--- config.mk ---
export PLATFORM = sky130hd
export DESIGN_NAME = conv1d_mac_sequencer_flat
export DESIGN_NICKNAME = d
export VERILOG_FILES = /design/src/rtl/conv1d_mac_sequencer_if.sv /design/src/rtl/conv1d_mac_sequencer.sv /design/src/flat_wrapper.sv
export SDC_FILE = /design/constraint.sdc
export NUM_CORES = 1
export LEC_CHECK = 0
export CAP_MARGIN = 10
export CORE_UTILIZATION = 50
export CTS_CLUSTER_DIAMETER = 30
export DETAILED_ROUTE_END_ITERATION = 10
export DONT_BUFFER_PORTS = 1
export GPL_TIMING_DRIVEN = 0
export MAX_ROUTING_LAYER = met4
export PLACE_DENSITY = 0.61
export SYNTH_ARGS = -nofsm -noshare
export SYNTH_HDL_FRONTEND = slang
export SYNTH_SLANG_ARGS = --single-unit
export TNS_END_PERCENT = 1
--- constraint.sdc ---
create_clock -name clk -period 4.99 [get_ports clk]
set_clock_uncertainty 0.1 [all_clocks]
set_input_delay 0.998 -clock clk [delete_from_list [all_inputs] [get_ports clk]]
set_output_delay 0.998 -clock clk [all_outputs]
set_load 0.05 [all_outputs]
--- src/rtl/conv1d_mac_sequencer_if.sv ---
// Signal bundle between the conv1d MAC sequencer and its environment (control, streams, MAC).
// master = environment/controller side, slave = the sequencer itself.
interface conv1d_mac_sequencer_if #(
   parameter int WIDTH_DATA = 8,
   parameter int KERNEL     = 3,
   parameter int LEN_W      = 10
);
   localparam int TAP_W = $clog2(KERNEL);

   logic                    start;
   logic [LEN_W-1:0]        len;
   logic [2*WIDTH_DATA-1:0] bias;
   logic                    w_we;
   logic [TAP_W-1:0]        w_addr;
   logic [WIDTH_DATA-1:0]   w_data;
   logic                    in_valid;
   logic                    in_ready;
   logic [WIDTH_DATA-1:0]   in_data;
   logic [WIDTH_DATA-1:0]   mac_weight;
   logic [WIDTH_DATA-1:0]   mac_feature;
   logic [2*WIDTH_DATA-1:0] mac_psum_in;
   logic [2*WIDTH_DATA-1:0] mac_psum_out;
   logic                    out_valid;
   logic                    out_ready;
   logic [2*WIDTH_DATA-1:0] out_data;
   logic                    busy;
   logic                    done;

   modport master (
      output start, len, bias, w_we, w_addr, w_data,
      output in_valid, in_data, mac_psum_out, out_ready,
      input  in_ready, mac_weight, mac_feature, mac_psum_in,
      input  out_valid, out_data, busy, done
   );

   modport slave (
      input  start, len, bias, w_we, w_addr, w_data,
      input  in_valid, in_data, mac_psum_out, out_ready,
      output in_ready, mac_weight, mac_feature, mac_psum_in,
      output out_valid, out_data, busy, done
   );
endinterface

--- src/rtl/conv1d_mac_sequencer.sv ---
// Steps an external MAC one tap per cycle to compute y[n] = bias + sum w[k]*x[n+k]; result K edges after the window's last sample.
// Input is stalled (in_ready=0) during MAC/OUT; a result is held on out_data until out_ready.
module conv1d_mac_sequencer #(
   parameter int WIDTH_DATA = 8,
   parameter int KERNEL     = 3,
   parameter int LEN_W      = 10
) (
   input  logic                  clk,
   input  logic                  rst,
   conv1d_mac_sequencer_if.slave io_bus
);
   localparam int                 TAP_W    = $clog2(KERNEL);
   localparam int                 PW       = 2 * WIDTH_DATA;
   localparam logic [LEN_W-1:0]   KM1      = LEN_W'(KERNEL - 1);
   localparam logic [TAP_W-1:0]   LAST_TAP = TAP_W'(KERNEL - 1);
   localparam logic [TAP_W:0]     K_TAPS   = (TAP_W + 1)'(KERNEL);

   typedef enum logic [2:0] {
      S_IDLE,
      S_FILL,
      S_LOAD,
      S_MAC,
      S_OUT,
      S_FIN
   } state_t;

   state_t                r_state;
   logic [WIDTH_DATA-1:0] r_w   [KERNEL];
   logic [WIDTH_DATA-1:0] r_win [KERNEL];
   logic [PW-1:0]         r_acc;
   logic [PW-1:0]         r_bias;
   logic [LEN_W-1:0]      r_len;
   logic [LEN_W-1:0]      r_count;
   logic [TAP_W-1:0]      r_tap;
   logic                  r_in_ready;
   logic                  r_out_valid;
   logic                  r_busy;
   logic                  r_done;

   logic                  w_in_fire;
   logic                  w_in_mac;
   logic [LEN_W-1:0]      w_count_nxt;

   assign w_in_fire   = io_bus.in_valid & r_in_ready;
   assign w_in_mac    = (r_state == S_MAC);
   assign w_count_nxt = r_count + LEN_W'(1);

   always_ff @(posedge clk or posedge rst) begin
      if (rst) begin
         r_state     <= S_IDLE;
         r_acc       <= '0;
         r_bias      <= '0;
         r_len       <= '0;
         r_count     <= '0;
         r_tap       <= '0;
         r_in_ready  <= 1'b0;
         r_out_valid <= 1'b0;
         r_busy      <= 1'b0;
         r_done      <= 1'b0;
         for (int i = 0; i < KERNEL; i++) begin
            r_w[i]   <= '0;
            r_win[i] <= '0;
         end
      end else begin
         // Newest sample enters at the top so that after the LOAD shift win[0] holds x[n].
         if (w_in_fire) begin
            for (int i = 0; i < KERNEL - 1; i++) begin
               r_win[i] <= r_win[i+1];
            end
            r_win[KERNEL-1] <= io_bus.in_data;
            r_count         <= w_count_nxt;
         end

         case (r_state)
            S_IDLE: begin
               if (io_bus.w_we && ({1'b0, io_bus.w_addr} < K_TAPS)) begin
                  r_w[io_bus.w_addr] <= io_bus.w_data;
               end
               if (io_bus.start) begin
                  r_len   <= io_bus.len;
                  r_bias  <= io_bus.bias;
                  r_count <= '0;
                  r_busy  <= 1'b1;
                  if (io_bus.len == '0) begin
                     r_state <= S_FIN;
                     r_done  <= 1'b1;
                  end else begin
                     r_state    <= S_FILL;
                     r_in_ready <= 1'b1;
                  end
               end
            end

            S_FILL: begin
               if (w_in_fire) begin
                  if ((w_count_nxt == KM1) && (r_len > KM1)) begin
                     r_state <= S_LOAD;
                  end else if (w_count_nxt == r_len) begin
                     r_state    <= S_FIN;
                     r_in_ready <= 1'b0;
                     r_done     <= 1'b1;
                  end
               end
            end

            S_LOAD: begin
               if (w_in_fire) begin
                  r_tap      <= '0;
                  r_in_ready <= 1'b0;
                  r_state    <= S_MAC;
               end
            end

            S_MAC: begin
               r_acc <= io_bus.mac_psum_out;
               if (r_tap == LAST_TAP) begin
                  r_state     <= S_OUT;
                  r_out_valid <= 1'b1;
               end else begin
                  r_tap <= r_tap + TAP_W'(1);
               end
            end

            S_OUT: begin
               if (io_bus.out_ready) begin
                  r_out_valid <= 1'b0;
                  if (r_count < r_len) begin
                     r_state    <= S_LOAD;
                     r_in_ready <= 1'b1;
                  end else begin
                     r_state <= S_FIN;
                     r_done  <= 1'b1;
                  end
               end
            end

            S_FIN: begin
               r_done  <= 1'b0;
               r_busy  <= 1'b0;
               r_state <= S_IDLE;
            end

            default: begin
               r_state <= S_IDLE;
            end
         endcase
      end
   end

   // Tap 0 seeds the chain with the bias; later taps feed back the running sum.
   assign io_bus.mac_weight  = w_in_mac ? r_w[r_tap]   : '0;
   assign io_bus.mac_feature = w_in_mac ? r_win[r_tap] : '0;
   assign io_bus.mac_psum_in = w_in_mac ? ((r_tap == '0) ? r_bias : r_acc) : '0;

   assign io_bus.in_ready  = r_in_ready;
   assign io_bus.out_valid = r_out_valid;
   assign io_bus.out_data  = r_acc;
   assign io_bus.busy      = r_busy;
   assign io_bus.done      = r_done;
endmodule
--- src/flat_wrapper.sv ---
// flat-port wrapper written by rule: the top's interface ports become plain ports
module conv1d_mac_sequencer_flat 
#(
   parameter int WIDTH_DATA = 8,
   parameter int KERNEL     = 3,
   parameter int LEN_W      = 10
)
  (clk, rst, io_bus_start, io_bus_len, io_bus_bias, io_bus_w_we, io_bus_w_addr, io_bus_w_data, io_bus_in_valid, io_bus_in_data, io_bus_mac_psum_out, io_bus_out_ready, io_bus_in_ready, io_bus_mac_weight, io_bus_mac_feature, io_bus_mac_psum_in, io_bus_out_valid, io_bus_out_data, io_bus_busy, io_bus_done);
  conv1d_mac_sequencer_if #(.WIDTH_DATA(WIDTH_DATA), .KERNEL(KERNEL), .LEN_W(LEN_W)) io_bus_i ();
  input  logic clk;
  input  logic rst;
  input wire logic [$bits(io_bus_i.start)-1:0] io_bus_start;
  input wire logic [$bits(io_bus_i.len)-1:0] io_bus_len;
  input wire logic [$bits(io_bus_i.bias)-1:0] io_bus_bias;
  input wire logic [$bits(io_bus_i.w_we)-1:0] io_bus_w_we;
  input wire logic [$bits(io_bus_i.w_addr)-1:0] io_bus_w_addr;
  input wire logic [$bits(io_bus_i.w_data)-1:0] io_bus_w_data;
  input wire logic [$bits(io_bus_i.in_valid)-1:0] io_bus_in_valid;
  input wire logic [$bits(io_bus_i.in_data)-1:0] io_bus_in_data;
  input wire logic [$bits(io_bus_i.mac_psum_out)-1:0] io_bus_mac_psum_out;
  input wire logic [$bits(io_bus_i.out_ready)-1:0] io_bus_out_ready;
  output wire logic [$bits(io_bus_i.in_ready)-1:0] io_bus_in_ready;
  output wire logic [$bits(io_bus_i.mac_weight)-1:0] io_bus_mac_weight;
  output wire logic [$bits(io_bus_i.mac_feature)-1:0] io_bus_mac_feature;
  output wire logic [$bits(io_bus_i.mac_psum_in)-1:0] io_bus_mac_psum_in;
  output wire logic [$bits(io_bus_i.out_valid)-1:0] io_bus_out_valid;
  output wire logic [$bits(io_bus_i.out_data)-1:0] io_bus_out_data;
  output wire logic [$bits(io_bus_i.busy)-1:0] io_bus_busy;
  output wire logic [$bits(io_bus_i.done)-1:0] io_bus_done;
  assign io_bus_i.start = io_bus_start;
  assign io_bus_i.len = io_bus_len;
  assign io_bus_i.bias = io_bus_bias;
  assign io_bus_i.w_we = io_bus_w_we;
  assign io_bus_i.w_addr = io_bus_w_addr;
  assign io_bus_i.w_data = io_bus_w_data;
  assign io_bus_i.in_valid = io_bus_in_valid;
  assign io_bus_i.in_data = io_bus_in_data;
  assign io_bus_i.mac_psum_out = io_bus_mac_psum_out;
  assign io_bus_i.out_ready = io_bus_out_ready;
  assign io_bus_in_ready = io_bus_i.in_ready;
  assign io_bus_mac_weight = io_bus_i.mac_weight;
  assign io_bus_mac_feature = io_bus_i.mac_feature;
  assign io_bus_mac_psum_in = io_bus_i.mac_psum_in;
  assign io_bus_out_valid = io_bus_i.out_valid;
  assign io_bus_out_data = io_bus_i.out_data;
  assign io_bus_busy = io_bus_i.busy;
  assign io_bus_done = io_bus_i.done;
  conv1d_mac_sequencer #(.WIDTH_DATA(WIDTH_DATA), .KERNEL(KERNEL), .LEN_W(LEN_W)) u_core (.clk(clk), .rst(rst), .io_bus(io_bus_i));
endmodule
==> summary.txt, run 1 <==
Outcome: finished clean
Critical path startpoint category: register
Area of the mapped netlist: 5860 sq um
Post-synth top flop: dfrtp_1
Total number of H-tree levels: 3
Slowest stage delay, CP: 0.71 ns
Pwr Density: 257 nW/um^2
Total iterations of the first detailed-routing run: 4
Total via count after detailed routing: 4421
Maximum number of pins on one net before global-route repair: 62
Number of slew-limit violations in the final report: 0
Via density: 5.73
Inserted Diodes: 0
Clock buffer count from CTS: 9
Clock tree from TritonCTS: built
Achievable Freq: 212 MHz
Total congestion overflow after global routing: 0
CTS max path bufs: 2
Maximum Capacitance Violations: 0
Fraction of synthesis flops using an asynchronous set or reset pin: 1.00
Antenna violations before repair: 0
DRT antenna net count: 0
WP buf/inv: 5
Number of enable-type register cells in the synthesized netlist: 0
CP delay by family, top: buffers and inverters
Biggest area contributors in the synthesized netlist: dfrtp_1 47%, mux2_2 11%, nand2_1 7.2%, mux2i_1 6.0%, nor2_1 4.9%
Unrepaired setup endpoints after global routing: no
First-pass GRT wire length: 21.5 mm
Initial detailed-routing violation count: 200
Critical path fanouts, max: 10
Clock latency of the later-clocked register in the worst-skew pair: 0.35 ns
Number of warnings issued by yosys: 0
Buffer count from post-CTS setup fixing: 0
Library cells used by synthesis: 51
Final Power: 0.00163 W
Cell Rows: 39
DRC: 0
Type of the most critical hold path: register to register
Number of buffers inserted by hold repair at cts: 0
Endpoints failing setup: 0
Largest vdd supply drop: 273 uV
Endpoint type of the worst setup path: output port
I/O pin cnt: 118
Worst path slowest cell: nor2_1
Most used cell along the critical path: clkbuf_1
Proportion of netlist area held by the largest area contributor: 0.466
Net count after synthesis: 692
Worst slack on hold paths: 0.382 ns
Final standard cell utilization of the core: 0.556
Vias in the first global route: 4352
Share of the cycle needed by the critical path after routing: 0.943
Leakage power of the design: 2.97 nW
Flip-flop and latch count after synthesis: 109
Slew Limit Headroom: 0.351
Chain of cells forming the critical path: buf_2 -> buf_1 -> inv_1 -> ha_1 -> clkbuf_1 -> clkbuf_1 -> mux2i_1 -> nor2_1
Starting density of the core: 0.513
Total count of hold-check failures in the final report: 0
Layout cells sized above 1: 0.140
Tightest Pin Transition: 0.969 ns
Die width: 110 um
Sequential area share after synthesis: 0.466
Half-perimeter wire length of the detailed placement result: 9.88 mm
Number of nets in the layout: 704
DR WL/cell: 17.8 um
CTS-repair resized insts: 0
Area growth syn-to-layout: 8.46%
Reg-to-reg slack, setup: 2.26 ns
Core Footprint: 11400 sq um
Clock transition at the registers of the reported paths: 0.07 ns
Final weighted congestion of routability-driven global placement: 0.869
Data required time of the critical path: 3.89 ns
All-layer global routing usage: 0.243
CTS root buffer: clkbuf_16
Data arrival time of the critical path: 3.61 ns
Vertical die dimension: 110 um
Count of input and output buffers: 0
Die area: 12200 sq um
Kind of critical path: register to output port
Final Critical Period: 4.71 ns
Detailed Route WL: 13.7 mm
Synth area leader: dfrtp_1
Post-Route Setup TNS: 0 ns
Total clock sinks: 109
Synthesized instance count: 612
Mean Syn Cell Area: 9.57 sq um
-- sequential cells by signal, summed over array words and instances (netlist names), 2 cells and up --
| signal | cells |
|---|---|
| u_core.r_w | 24 |
| u_core.r_win | 24 |
| u_core.r_state | 3 |
| u_core.r_count | 10 |
| u_core.r_bias | 16 |
| u_core.r_len | 10 |
| u_core.r_tap | 2 |
| u_core.io_bus.out_data | 16 |
-- per-stage QoR --
stage	instances	instance area (sq um)	setup WS (ns)
finish	772	6350	0.282
global route	772	6350	0.0233
CTS	772	6350	0.129
detailed placement	756	6070	0.532
global placement	755	6040	-0.131
floorplan	612	5860	1.02
-- report_power, final --
| part | switching (W) | total, W | internal [W] |
|---|---|---|---|
| clock | 0.000329 | 0.000685 | 0.000356 |
| combinational | 0.0000196 | 0.0000282 | 0.00000859 |
| sequential | 0.0000299 | 0.000919 | 0.000889 |
| total | 0.000379 | 0.00163 | 0.00125 |
-- cell families (layout without fill, tap and decap cells) --
group / count (synthesis) / after routing / share of synthesized area
flops: 109 / 109 / 0.466
compound gates: 83 / 83 / 0.0880
mux: 93 / 93 / 0.171
xor+xnor: 19 / 19 / 0.0284
fa+ha+maj: 14 / 14 / 0.0299
buf+inv: 55 / 72 / 0.0404
simple gates: 239 / 239 / 0.176
-- tightest hold or removal path, stage by stage (launching register included) --
cell and delay, ns:
dfrtp_1 0.35, nand2_1 0.05, nand2_1 0.05
-- synthesized netlist by cell type (14+ instances only) --
library cell and number:
inv_1 20, nand2_1 112, mux2i_1 35, o21ai_0 24, nor2_1 77, dfrtp_1 109
xnor2_1 14, ha_1 14, clkbuf_1 23, mux2_2 57, a21oi_1 24
-- final cells by class --
class	instances	area [sq um]
tap	143	179
timing repair buffer	1	27.5
buffer	35	161
sequential	109	2730
fill	1063	5070
inverter	20	77.6
clock inverter	6	47.5
clock buffer	10	239
multi-input combinational	448	2890
-- routing by layer --
metal | routed length (um) | track usage | part of all wire
met5 | 0 | - | 0
met4 | 238 | 0.0705 | 0.017
met3 | 933 | 0.0694 | 0.068
met2 | 6430 | 0.377 | 0.47
met1 | 6140 | 0.310 | 0.45
-- cells in the final DEF (no fill, tap or decap), types with 8 or more instances in the layout --
| cell type | netlist | routed |
|---|---|---|
| xnor2_1 | 14 | 14 |
| o21ai_0 | 24 | 24 |
| inv_1 | 20 | 19 |
| a21oi_1 | 24 | 24 |
| nand3_1 | 8 | 8 |
| dfrtp_1 | 109 | 109 |
| mux2i_1 | 35 | 35 |
| clkbuf_1 | 23 | 23 |
| ha_1 | 14 | 14 |
| nor2_1 | 77 | 77 |
| clkbuf_16 | 0 | 9 |
| mux2_2 | 57 | 57 |
| nor3_1 | 8 | 8 |
| nand2_1 | 112 | 112 |
-- worst paths after layout --
kind,start,to,depth (start not counted)
min in group asynchronous,rst,u_core.io_bus.out_data[2]$_DFFE_PP0P_,1
min reg2reg,u_core.r_win[16]$_DFFE_PP0P_,u_core.r_win[16]$_DFFE_PP0P_,2
max,u_core.r_tap[1]$_DFFE_PP0P_,io_bus_mac_psum_in[11],8
min,u_core.r_win[16]$_DFFE_PP0P_,u_core.r_win[16]$_DFFE_PP0P_,2
max reg2reg,u_core.r_count[1]$_DFF_PP0_,u_core.r_state[2]$_DFFE_PP0P_,9
max in group asynchronous,rst,u_core.r_win[16]$_DFFE_PP0P_,2
No activity file was read; power rests on OpenSTA's default activity.
==> inputs of run 2 (changes only) <==
--- a/config.mk
+++ b/config.mk
@@ -5,7 +5,9 @@
 export SDC_FILE = /design/constraint.sdc
 export NUM_CORES = 1
 export LEC_CHECK = 0
+export ABC_CLOCK_PERIOD_IN_PS = 4990
 export CAP_MARGIN = 10
+export CORE_ASPECT_RATIO = 1.1
 export CORE_UTILIZATION = 50
 export CTS_CLUSTER_DIAMETER = 30
 export DETAILED_ROUTE_END_ITERATION = 10
==> summary.txt, run 2 (same netlist as run 1, synthesis figures left out) <==
Outcome: finished clean
Die width: 105 um
Final weighted congestion of routability-driven global placement: 0.926
Number of nets in the layout: 704
Clock tree from TritonCTS: built
Vertical die dimension: 116 um
Clock transition at the registers of the reported paths: 0.07 ns
Leakage power of the design: 2.97 nW
Endpoint type of the worst setup path: output port
I/O pin cnt: 118
Starting density of the core: 0.512
First-pass GRT wire length: 22.0 mm
Total iterations of the first detailed-routing run: 5
Achievable Freq: 215 MHz
Vias in the first global route: 4444
WP buf/inv: 5
Kind of critical path: register to output port
Number of slew-limit violations in the final report: 0
Layout cells sized above 1: 0.137
Slew Limit Headroom: 0.362
Maximum Capacitance Violations: 0
Final cell count without fillers: 779
CTS-repair resized insts: 0
Final Critical Period: 4.65 ns
Top flop regs: u_core.r_w x24, u_core.r_win x24
Half-perimeter wire length of the detailed placement result: 9.78 mm
Number of buffers inserted by hold repair at cts: 0
Cell Rows: 41
Inserted Diodes: 0
Combined area of the multi-input logic cells: 2890 sq um
Placed Cells incl. Taps: 763
Pwr Density: 256 nW/um^2
Most used cells in the layout excluding fill and tap cells: 112 x nand2_1, 109 x dfrtp_1, 77 x nor2_1
Total number of H-tree levels: 3
Clock latency of the later-clocked register in the worst-skew pair: 0.35 ns
Total count of hold-check failures in the final report: 0
CTS root buffer: clkbuf_16
Largest vdd supply drop: 170 uV
Total via count after detailed routing: 4459
Buffer count from post-CTS setup fixing: 0
DR WL/cell: 17.4 um
Total clock sinks: 109
CP delay by family, top: buffers and inverters
All-layer global routing usage: 0.238
Die area: 12200 sq um
Slowest stage delay, CP: 0.70 ns
Endpoints failing setup: 0
Chain of cells forming the critical path: buf_2 -> buf_1 -> inv_1 -> ha_1 -> clkbuf_1 -> clkbuf_1 -> mux2i_1 -> nor2_1
Critical path fanouts, max: 10
Via density: 5.72
Critical path startpoint category: register
Worst Setup Slack, final: 0.343 ns
Type of the most critical hold path: register to register
Total congestion overflow after global routing: 0
DRT antenna net count: 0
Count of input and output buffers: 0
Data arrival time of the critical path: 3.55 ns
Antenna violations before repair: 0
Data required time of the critical path: 3.89 ns
Leading cell type in the layout, fill and taps excluded: nand2_1
Final Power: 0.00162 W
Initial detailed-routing violation count: 225
Most used cell along the critical path: clkbuf_1
Final standard cell utilization of the core: 0.554
Tightest Pin Transition: 0.954 ns
Worst path slowest cell: nor2_1
Clock buffer count from CTS: 9
Maximum number of pins on one net before global-route repair: 73
Place WS: 0.702 ns
Worst slack on hold paths: 0.379 ns
Core Footprint: 11400 sq um
Share of the cycle needed by the critical path after routing: 0.931
DRC: 0
Unrepaired setup endpoints after global routing: no
Register cell area after layout: 2730 sq um
Filler Cell Count: 1061
Area growth syn-to-layout: 8.29%
Detailed Route WL: 13.6 mm
CTS max path bufs: 2
run 2: cell count changes in the layout (fill, tap and decap cells not counted):
cell / before / now
clkbuf_1: 23 / 25
clkbuf_8: 1 / 0
clkinv_2: 1 / 2
clkinv_4: 1 / 0
clkinvlp_4: 3 / 1
inv_6: 0 / 2
inv_8: 1 / 0
run 2: path summary, 6_finish.rpt:
| path | from | endpoint | slack, ns | cells after the start |
|---|---|---|---|---|
| min reg2reg | u_core.r_win[20]$_DFFE_PP0P_ | u_core.r_win[20]$_DFFE_PP0P_ | 0.38 | 2 |
| max in group asynchronous | rst | u_core.r_len[8]$_DFFE_PP0P_ | 3.60 | 2 |
| max | u_core.r_tap[1]$_DFFE_PP0P_ | io_bus_mac_psum_in[6] | 0.34 | 8 |
| max reg2reg | u_core.r_count[0]$_DFF_PP0_ | u_core.r_state[2]$_DFFE_PP0P_ | 2.32 | 9 |
| min in group asynchronous | rst | u_core.io_bus.out_data[10]$_DFFE_PP0P_ | 0.44 | 1 |
| min | u_core.r_win[20]$_DFFE_PP0P_ | u_core.r_win[20]$_DFFE_PP0P_ | 0.38 | 2 |
run 2: cell type report:
cell class	count	area share
Inverter	20	0.0122
Multi-Input combinational cell	448	0.456
Clock inverter	5	0.00552
Buffer	35	0.0254
Sequential cell	109	0.430
Tap cell	150	0.0296
Timing Repair Buffer	1	0.00434
Clock buffer	11	0.0367
run 2: report_power, final:
part           leakage (nW)   total, W  switching, W  internal (W)
Clock                 0.130   0.000676      0.000335      0.000342
Sequential             1.41   0.000919     0.0000299      0.000889
Combinational          1.42  0.0000283     0.0000197    0.00000859
Total                  2.97    0.00162      0.000384       0.00124
run 2: worst min-delay path: cells and delay by family, from the launching register on:
family,cells,cell delay [ns]
DFF,1,0.34
and+or+nand+nor,2,0.10
run 2: metrics by stage:
step	setup TNS [ns]	instance area, sq um
2_1_floorplan	0	5860
3_3_place_gp	-17.95	6040
3_5_place_dp	0	6070
4_1_cts	0	6340
5_1_grt	0	6340
6_report	0	6340
run 2: routing by layer:
metal  vias up  share of wire  global-route usage
met1      2199           0.45               0.309
met2       130           0.48               0.377
li1       2119              -                   -
met3        11          0.057              0.0467
met5         -              0                   -
met4         0          0.013              0.0770
